--- config.mk ---
export PLATFORM = sky130hd
export DESIGN_NAME = mem_access_unit_flat
export DESIGN_NICKNAME = d
export VERILOG_FILES = /design/src/rtl/mem_access_unit_if.sv /design/src/rtl/mem_access_unit.sv /design/src/flat_wrapper.sv
export SDC_FILE = /design/constraint.sdc
export NUM_CORES = 1
export LEC_CHECK = 0
export BUFFER_PORTS_ARGS = -buffer_cell sky130_fd_sc_hd__buf_2
export CAP_MARGIN = 20
export CORE_MARGIN = 4
export CORE_UTILIZATION = 48
export DETAILED_ROUTE_END_ITERATION = 8
export PLACE_DENSITY = 0.88
export SLEW_MARGIN = 20
export SYNTH_ARGS = -nofsm -noshare
export SYNTH_HDL_FRONTEND = slang
export SYNTH_SLANG_ARGS = --single-unit
--- constraint.sdc ---
create_clock -name clk -period 2.4 [get_ports clk]
set_clock_uncertainty 0.05 [all_clocks]
set_input_delay 0.12 -clock clk [delete_from_list [all_inputs] [get_ports clk]]
set_output_delay 0.12 -clock clk [all_outputs]
set_load 0.02 [all_outputs]
--- src/rtl/mem_access_unit_if.sv ---
// Data-memory bus between the memory-access stage and data memory.
// master drives req/we/be/addr/wdata; slave returns ack and rdata.
interface mem_access_unit_if #(
  parameter int DATA_W = 32,
  parameter int ADDR_W = 32
);
  logic                  dmem_req;
  logic                  dmem_we;
  logic [DATA_W/8-1:0]   dmem_be;
  logic [ADDR_W-1:0]     dmem_addr;
  logic [DATA_W-1:0]     dmem_wdata;
  logic                  dmem_ack;
  logic [DATA_W-1:0]     dmem_rdata;

  modport master (
    output dmem_req,
    output dmem_we,
    output dmem_be,
    output dmem_addr,
    output dmem_wdata,
    input  dmem_ack,
    input  dmem_rdata
  );

  modport slave (
    input  dmem_req,
    input  dmem_we,
    input  dmem_be,
    input  dmem_addr,
    input  dmem_wdata,
    output dmem_ack,
    output dmem_rdata
  );
endinterface

--- src/rtl/mem_access_unit.sv ---
// Memory-access stage: loads/stores with lane enables, extension,
// misalign/illegal checks, req/ack bus with timeout; ALU ops pass through.
// Ports: clk/rst_n, upstream in_valid/in_ready + ls/size/addr/store/wb
// fields, registered writeback out_valid/wb_*/exc_o, dmem bus interface.
module mem_access_unit #(
  parameter int DATA_W  = 32,
  parameter int ADDR_W  = 32,
  parameter int TIMEOUT = 15
) (
  input  logic              clk,
  input  logic              rst_n,
  input  logic              in_valid,
  output logic              in_ready,
  input  logic [1:0]        ls_i,
  input  logic [2:0]        size_i,
  input  logic [ADDR_W-1:0] addr_i,
  input  logic [DATA_W-1:0] store_data_i,
  input  logic              wb_we_i,
  input  logic [4:0]        wb_addr_i,
  input  logic [DATA_W-1:0] wb_data_i,
  output logic              out_valid,
  output logic              wb_we_o,
  output logic [4:0]        wb_addr_o,
  output logic [DATA_W-1:0] wb_data_o,
  output logic [1:0]        exc_o,
  mem_access_unit_if.master dmem
);

  localparam int BE_W  = DATA_W / 8;
  localparam int OFF_W = $clog2(BE_W);
  localparam int CNT_W = $clog2(TIMEOUT + 1);

  localparam logic [1:0] EXC_NONE = 2'b00;
  localparam logic [1:0] EXC_MIS  = 2'b01;
  localparam logic [1:0] EXC_TMO  = 2'b10;
  localparam logic [1:0] EXC_ILL  = 2'b11;

  typedef enum logic [1:0] {
    IDLE,
    BUS,
    DONE
  } state_t;

  state_t              state_q, state_d;
  logic                st_q, st_d;
  logic [2:0]          size_q, size_d;
  logic [OFF_W-1:0]    off_q, off_d;
  logic                lwe_q, lwe_d;
  logic [CNT_W-1:0]    cnt_q, cnt_d;
  logic [BE_W-1:0]     be_q, be_d;
  logic [ADDR_W-1:0]   baddr_q, baddr_d;
  logic [DATA_W-1:0]   wdat_q, wdat_d;
  logic                ov_q, ov_d;
  logic                wbwe_q, wbwe_d;
  logic [4:0]          wba_q, wba_d;
  logic [DATA_W-1:0]   wbd_q, wbd_d;
  logic [1:0]          exc_q, exc_d;

  // Accept-time decode
  logic              is_ld, is_st, illegal, mis;
  logic [7:0]        mask8;
  logic [BE_W-1:0]   be_n;
  logic [DATA_W-1:0] wdat_n;

  always_comb begin
    is_ld   = (ls_i == 2'b01);
    is_st   = (ls_i == 2'b10);
    illegal = (size_i == 3'b111)
            | (is_st & size_i[2])
            | ((DATA_W == 32) &
               ((size_i == 3'b011) | (size_i == 3'b110)));
    mis     = 1'b0;
    mask8   = 8'h01;
    wdat_n  = {BE_W{store_data_i[7:0]}};
    case (size_i[1:0])
      2'd1: begin
        mis    = addr_i[0];
        mask8  = 8'h03;
        wdat_n = {(BE_W/2){store_data_i[15:0]}};
      end
      2'd2: begin
        mis    = |addr_i[1:0];
        mask8  = 8'h0F;
        wdat_n = {(BE_W/4){store_data_i[31:0]}};
      end
      2'd3: begin
        mis    = |addr_i[2:0];
        mask8  = 8'hFF;
        wdat_n = store_data_i;
      end
      default: ;
    endcase
    // Aligned accesses never shift bits out of the 8-bit mask.
    be_n = BE_W'(mask8 << addr_i[OFF_W-1:0]);
  end

  // Load data alignment and extension
  logic [DATA_W-1:0] sh, keep, ld;
  logic              sb;

  always_comb begin
    sh   = dmem.dmem_rdata >> {off_q, 3'b000};
    sb   = sh[DATA_W-1];
    keep = '1;
    case (size_q[1:0])
      2'd0: begin sb = sh[7];  keep = DATA_W'(8'hFF);  end
      2'd1: begin sb = sh[15]; keep = DATA_W'(16'hFFFF); end
      2'd2: begin sb = sh[31]; keep = DATA_W'(32'hFFFF_FFFF); end
      default: ;
    endcase
    // size[2] marks the unsigned variants.
    ld = (sh & keep) | ({DATA_W{~size_q[2] & sb}} & ~keep);
  end

  always_comb begin
    state_d = state_q;
    st_d    = st_q;
    size_d  = size_q;
    off_d   = off_q;
    lwe_d   = lwe_q;
    cnt_d   = cnt_q;
    be_d    = be_q;
    baddr_d = baddr_q;
    wdat_d  = wdat_q;
    ov_d    = 1'b0;
    wbwe_d  = wbwe_q;
    wba_d   = wba_q;
    wbd_d   = wbd_q;
    exc_d   = exc_q;
    unique case (state_q)
      IDLE: begin
        if (in_valid) begin
          st_d   = is_st;
          size_d = size_i;
          off_d  = addr_i[OFF_W-1:0];
          lwe_d  = wb_we_i;
          wba_d  = wb_addr_i;
          wbd_d  = wb_data_i;
          wbwe_d = 1'b0;
          exc_d  = EXC_NONE;
          if (!(is_ld | is_st)) begin
            state_d = DONE;
            ov_d    = 1'b1;
            wbwe_d  = wb_we_i;
          end else if (illegal) begin
            state_d = DONE;
            ov_d    = 1'b1;
            exc_d   = EXC_ILL;
          end else if (mis) begin
            state_d = DONE;
            ov_d    = 1'b1;
            exc_d   = EXC_MIS;
          end else begin
            state_d = BUS;
            cnt_d   = '0;
            be_d    = be_n;
            baddr_d = {addr_i[ADDR_W-1:OFF_W], {OFF_W{1'b0}}};
            wdat_d  = wdat_n;
          end
        end
      end
      BUS: begin
        // Ack beats a coincident timeout.
        if (dmem.dmem_ack) begin
          state_d = DONE;
          ov_d    = 1'b1;
          cnt_d   = '0;
          if (!st_q) begin
            wbd_d  = ld;
            wbwe_d = lwe_q;
          end
        end else if (cnt_q == CNT_W'(TIMEOUT - 1)) begin
          state_d = DONE;
          ov_d    = 1'b1;
          cnt_d   = '0;
          exc_d   = EXC_TMO;
        end else begin
          cnt_d = cnt_q + CNT_W'(1);
        end
      end
      DONE: state_d = IDLE;
      default: state_d = IDLE;
    endcase
  end

  always_ff @(posedge clk or negedge rst_n) begin
    if (!rst_n) begin
      state_q <= IDLE;
      st_q    <= 1'b0;
      size_q  <= '0;
      off_q   <= '0;
      lwe_q   <= 1'b0;
      cnt_q   <= '0;
      be_q    <= '0;
      baddr_q <= '0;
      wdat_q  <= '0;
      ov_q    <= 1'b0;
      wbwe_q  <= 1'b0;
      wba_q   <= '0;
      wbd_q   <= '0;
      exc_q   <= EXC_NONE;
    end else begin
      state_q <= state_d;
      st_q    <= st_d;
      size_q  <= size_d;
      off_q   <= off_d;
      lwe_q   <= lwe_d;
      cnt_q   <= cnt_d;
      be_q    <= be_d;
      baddr_q <= baddr_d;
      wdat_q  <= wdat_d;
      ov_q    <= ov_d;
      wbwe_q  <= wbwe_d;
      wba_q   <= wba_d;
      wbd_q   <= wbd_d;
      exc_q   <= exc_d;
    end
  end

  assign in_ready        = (state_q == IDLE);
  assign out_valid       = ov_q;
  assign wb_we_o         = wbwe_q;
  assign wb_addr_o       = wba_q;
  assign wb_data_o       = wbd_q;
  assign exc_o           = exc_q;
  // req/we/be follow the async-reset state, so reset drops them at once.
  assign dmem.dmem_req   = (state_q == BUS);
  assign dmem.dmem_we    = (state_q == BUS) & st_q;
  assign dmem.dmem_be    = (state_q == BUS) ? be_q : '0;
  assign dmem.dmem_addr  = baddr_q;
  assign dmem.dmem_wdata = wdat_q;

endmodule

--- src/flat_wrapper.sv ---
// flat-port wrapper written by rule: the top's interface ports become plain ports
module mem_access_unit_flat 
#(
  parameter int DATA_W  = 32,
  parameter int ADDR_W  = 32,
  parameter int TIMEOUT = 15
)
  (clk, rst_n, in_valid, in_ready, ls_i, size_i, addr_i, store_data_i, wb_we_i, wb_addr_i, wb_data_i, out_valid, wb_we_o, wb_addr_o, wb_data_o, exc_o, dmem_dmem_req, dmem_dmem_we, dmem_dmem_be, dmem_dmem_addr, dmem_dmem_wdata, dmem_dmem_ack, dmem_dmem_rdata);
  mem_access_unit_if #(.DATA_W(DATA_W), .ADDR_W(ADDR_W)) dmem_i ();
  input  logic clk;
  input  logic rst_n;
  input  logic in_valid;
  output logic in_ready;
  input  logic [1:0] ls_i;
  input  logic [2:0] size_i;
  input  logic [ADDR_W-1:0] addr_i;
  input  logic [DATA_W-1:0] store_data_i;
  input  logic wb_we_i;
  input  logic [4:0] wb_addr_i;
  input  logic [DATA_W-1:0] wb_data_i;
  output logic out_valid;
  output logic wb_we_o;
  output logic [4:0] wb_addr_o;
  output logic [DATA_W-1:0] wb_data_o;
  output logic [1:0] exc_o;
  output wire logic [$bits(dmem_i.dmem_req)-1:0] dmem_dmem_req;
  output wire logic [$bits(dmem_i.dmem_we)-1:0] dmem_dmem_we;
  output wire logic [$bits(dmem_i.dmem_be)-1:0] dmem_dmem_be;
  output wire logic [$bits(dmem_i.dmem_addr)-1:0] dmem_dmem_addr;
  output wire logic [$bits(dmem_i.dmem_wdata)-1:0] dmem_dmem_wdata;
  input wire logic [$bits(dmem_i.dmem_ack)-1:0] dmem_dmem_ack;
  input wire logic [$bits(dmem_i.dmem_rdata)-1:0] dmem_dmem_rdata;
  assign dmem_dmem_req = dmem_i.dmem_req;
  assign dmem_dmem_we = dmem_i.dmem_we;
  assign dmem_dmem_be = dmem_i.dmem_be;
  assign dmem_dmem_addr = dmem_i.dmem_addr;
  assign dmem_dmem_wdata = dmem_i.dmem_wdata;
  assign dmem_i.dmem_ack = dmem_dmem_ack;
  assign dmem_i.dmem_rdata = dmem_dmem_rdata;
  mem_access_unit #(.DATA_W(DATA_W), .ADDR_W(ADDR_W), .TIMEOUT(TIMEOUT)) u_core (.clk(clk), .rst_n(rst_n), .in_valid(in_valid), .in_ready(in_ready), .ls_i(ls_i), .size_i(size_i), .addr_i(addr_i), .store_data_i(store_data_i), .wb_we_i(wb_we_i), .wb_addr_i(wb_addr_i), .wb_data_i(wb_data_i), .out_valid(out_valid), .wb_we_o(wb_we_o), .wb_addr_o(wb_addr_o), .wb_data_o(wb_data_o), .exc_o(exc_o), .dmem(dmem_i));
endmodule
==> results.json <==
{
  "status": "finished, final reports clean",
  "drtIter0Drc": 636,
  "synth_flop_cell": "dfrtp_1",
  "synth_top_family_by_area": "simple AND/OR/NAND/NOR gates",
  "synth.cell_area_um2": 5900,
  "clk_latency_ns": 0.41,
  "cts_resized": 0,
  "cp.required_ns": 2.65,
  "die_w_um": 119,
  "first_pass_iters": 6,
  "finalHoldViolations": 0,
  "yosys-top-cells-area": "dfrtp_1 (51%), nand2_1 (14%), mux2i_1 (5.4%), nor2_1 (4.5%), a221oi_1 (3.7%)",
  "post_synth_mux_area_share_pct": 8.68,
  "rsz0062_at_grt": "no",
  "max_cap_violations": 0,
  "hold_path.class": "in2reg",
  "finalNetCount": 1155,
  "synth_xor_area_share_pct": 0,
  "ys_top_cells_by_count": "nand2_1 (220), dfrtp_1 (120), nor2_1 (71)",
  "wl_per_cell_um": 19.2,
  "routed_wl_um": 22500,
  "worst_pin_slew_ns": 0.609,
  "viasPerCell": 5.66,
  "yosysMostFrequentCell": "nand2_1",
  "power_density_nw_per_um2": 1000,
  "io_pins": 255,
  "fin_crit_ns": 2.04,
  "syn_avg_cell_area_um2": 8.91,
  "grt_pass1_vias": 6636,
  "synthSimpleGateAreaFrac_pct": 22.4,
  "timing.slew.headroom_pct": 59.3,
  "slew_viol_final": 0,
  "final_util_pct": 75.3,
  "setup_tns_ns": 0,
  "cts_tree": "done",
  "synthAdderAreaFrac_pct": 0.637,
  "dieArea_um2": 14100,
  "ir_worst_vdd_mv": 0.599,
  "drc": 0,
  "fmax_mhz": 491,
  "grt_max_degree": 96,
  "leakage_uw": 0.00457,
  "ant_nets": 0,
  "die_h_um": 119,
  "seq_area_frac_synth_pct": 50.9,
  "cp-start-kind": "flip-flop",
  "synth-seq-cells": 120,
  "grt_use_total_pct": 31.4,
  "async_flop_share_pct": 100,
  "synth_warnings": 0,
  "synth_area_leader_cell": "dfrtp_1",
  "via_count": 6627,
  "cts_max_level": 4,
  "setup_violations": 0,
  "synth-compound-area-share_pct": 13.0,
  "synth_top_area_share_pct": 50.9,
  "syn_to_final_growth_pct": 53.3,
  "gp_congestion": 0.818,
  "ys_types": 47,
  "start_util_pct": 49.1,
  "numCtsBuffers": 17,
  "path_clk_slew_ns": 0.05,
  "root_buffer": "clkbuf_16",
  "finalCritPeriodShare_pct": 84.9,
  "syn_inst": 662,
  "numPortBuffers": 252,
  "hpwlAfterDp_um": 13000,
  "cts_setup_buffers": 0,
  "synth-edff-count": 0,
  "placementRows": 40,
  "cts.sinks": 120,
  "grt_pass1_wl_um": 34900,
  "core_um2": 12000,
  "cts_max_path_buffers": 2,
  "worst-path-max-fanout": 18,
  "grt_overflow": 0,
  "drive_gt1_share_pct": 31.4,
  "path_class": "reg2reg",
  "worst_ep_arrival_time_ns": 2.29,
  "cp-end-kind": "flip-flop",
  "antenna_found_initial": 1
}
==> worst max-delay path, stage by stage, from the launching register on <==
cell and delay [ns]:
dfrtp_1 0.39, buf_4 0.23, nor2b_1 0.13, buf_4 0.16, nor2b_1 0.52, nand2_1 0.13, a221oi_1 0.32
==> metrics by stage <==
stage	total power, uW	area (um^2)	hold slack, ns	setup WS, ns	instances
3_5_place_dp	6060	7330	0.117	0.383	1029
4_1_cts	8910	9040	0.00432	0.377	1169
2_1_floorplan	4890	5900	-0.226	0.458	663
6_report	9090	9040	0.0290	0.362	1170
3_3_place_gp	5960	7330	0.119	0.509	1029
5_1_grt	9490	9040	0.0103	0.216	1170
==> layout by cell type, fill, tap and decap left out, types with 3 or more instances in the layout <==
cell | netlist | layout
nor3b_1 | 3 | 3
nor2_1 | 71 | 71
dlygate4sd3_1 | 0 | 108
nand3b_1 | 3 | 3
nor2b_1 | 3 | 3
o2bb2ai_1 | 9 | 9
nor3_1 | 3 | 3
o21ai_0 | 32 | 32
a221oi_1 | 25 | 25
dfrtp_1 | 120 | 120
clkinv_2 | 0 | 3
a21oi_1 | 13 | 12
buf_4 | 4 | 14
a31oi_1 | 10 | 10
nand2_1 | 220 | 220
nand3_1 | 4 | 4
inv_1 | 4 | 4
o31ai_1 | 3 | 3
clkbuf_1 | 29 | 4
clkbuf_16 | 0 | 17
buf_2 | 7 | 251
ha_1 | 3 | 3
mux2i_1 | 32 | 32
and2_1 | 5 | 5
o211ai_1 | 8 | 8
bufinv_16 | 0 | 4
mux2_2 | 15 | 15
buf_12 | 0 | 5
clkbuf_8 | 0 | 3
==> repair_timing <==
action | CTS | global route
setup endpoints to repair | 0 | 0
endpoints found under the hold margin | 144 | 0
hold buffers | 108 | 0
==> final cells by class <==
| type | instances | area, um^2 |
|---|---|---|
| flip-flops and latches | 120 | 3000 |
| fillers | 747 | 2970 |
| multi-input cells | 487 | 2670 |
| repair buffers | 378 | 2540 |
| clock buffers | 24 | 482 |
| well taps | 147 | 184 |
| clock inverters | 8 | 143 |
| inverters | 5 | 18.8 |
| diodes | 1 | 2.50 |
==> worst paths after layout <==
kind,start,end,slack [ns],cells past startpoint
hold / removal,wb_data_i[8],u_core.wb_data_o[8]$_DFFE_PN0P_,0.03,3
min in group asynchronous,rst_n,u_core.dmem.dmem_addr[3]$_DFFE_PN0P_,0.22,2
max in group asynchronous,rst_n,u_core.wb_we_o$_DFFE_PN0P_,1.44,3
setup / recovery,u_core.off_q[1]$_DFFE_PN0P_,u_core.wb_data_o[26]$_DFFE_PN0P_,0.36,6
setup reg to reg,u_core.off_q[1]$_DFFE_PN0P_,u_core.wb_data_o[26]$_DFFE_PN0P_,0.36,6
hold reg to reg,u_core.dmem.dmem_addr[16]$_DFFE_PN0P_,u_core.dmem.dmem_addr[16]$_DFFE_PN0P_,0.42,2
==> metal layers <==
layer | global-route usage (%) | wire (um) | part of all wire (%) | vias to the layer above
li1 | - | - | - | 2938
met1 | 34.8 | 8010 | 36 | 3090
met2 | 54.8 | 11200 | 50 | 509
met3 | 8.88 | 2140 | 9.5 | 90
met4 | 16.5 | 1080 | 4.8 | 0
met5 | 0 | 0 | 0 | -
==> report_power, final <==
part	internal [uW]	total [uW]	switching [uW]	leakage (uW)
logic	1170	3210	2050	0.00281
registers	2690	3160	465	0.00146
clock network	1820	2720	900	0.000304
total	5670	9090	3410	0.00457
==> cells by family (layout without fill, tap and decap cells) <==
logic type,count (synthesis),in the layout
AO/OA/AOI/OAI,110,110
adder cells (fa/ha/maj),3,3
buffers and inverters,56,415
flip-flops,120,120
multiplexers,48,48
other,1,3
AND/OR/NAND/NOR,324,324
==> sequential cells by signal (all words and copies together) (netlist names) <==
name                    count
u_core.dmem.dmem_wdata     32
u_core.st_q                 1
u_core.size_q               3
u_core.wb_addr_o            5
u_core.wb_data_o           32
u_core.wb_we_o              1
u_core.state_q              2
u_core.cnt_q                4
u_core.lwe_q                1
u_core.exc_o                2
u_core.off_q                2
u_core.dmem.dmem_addr      30
u_core.be_q                 4
u_core.out_valid            1
No activity file was read; power rests on OpenSTA's default activity.
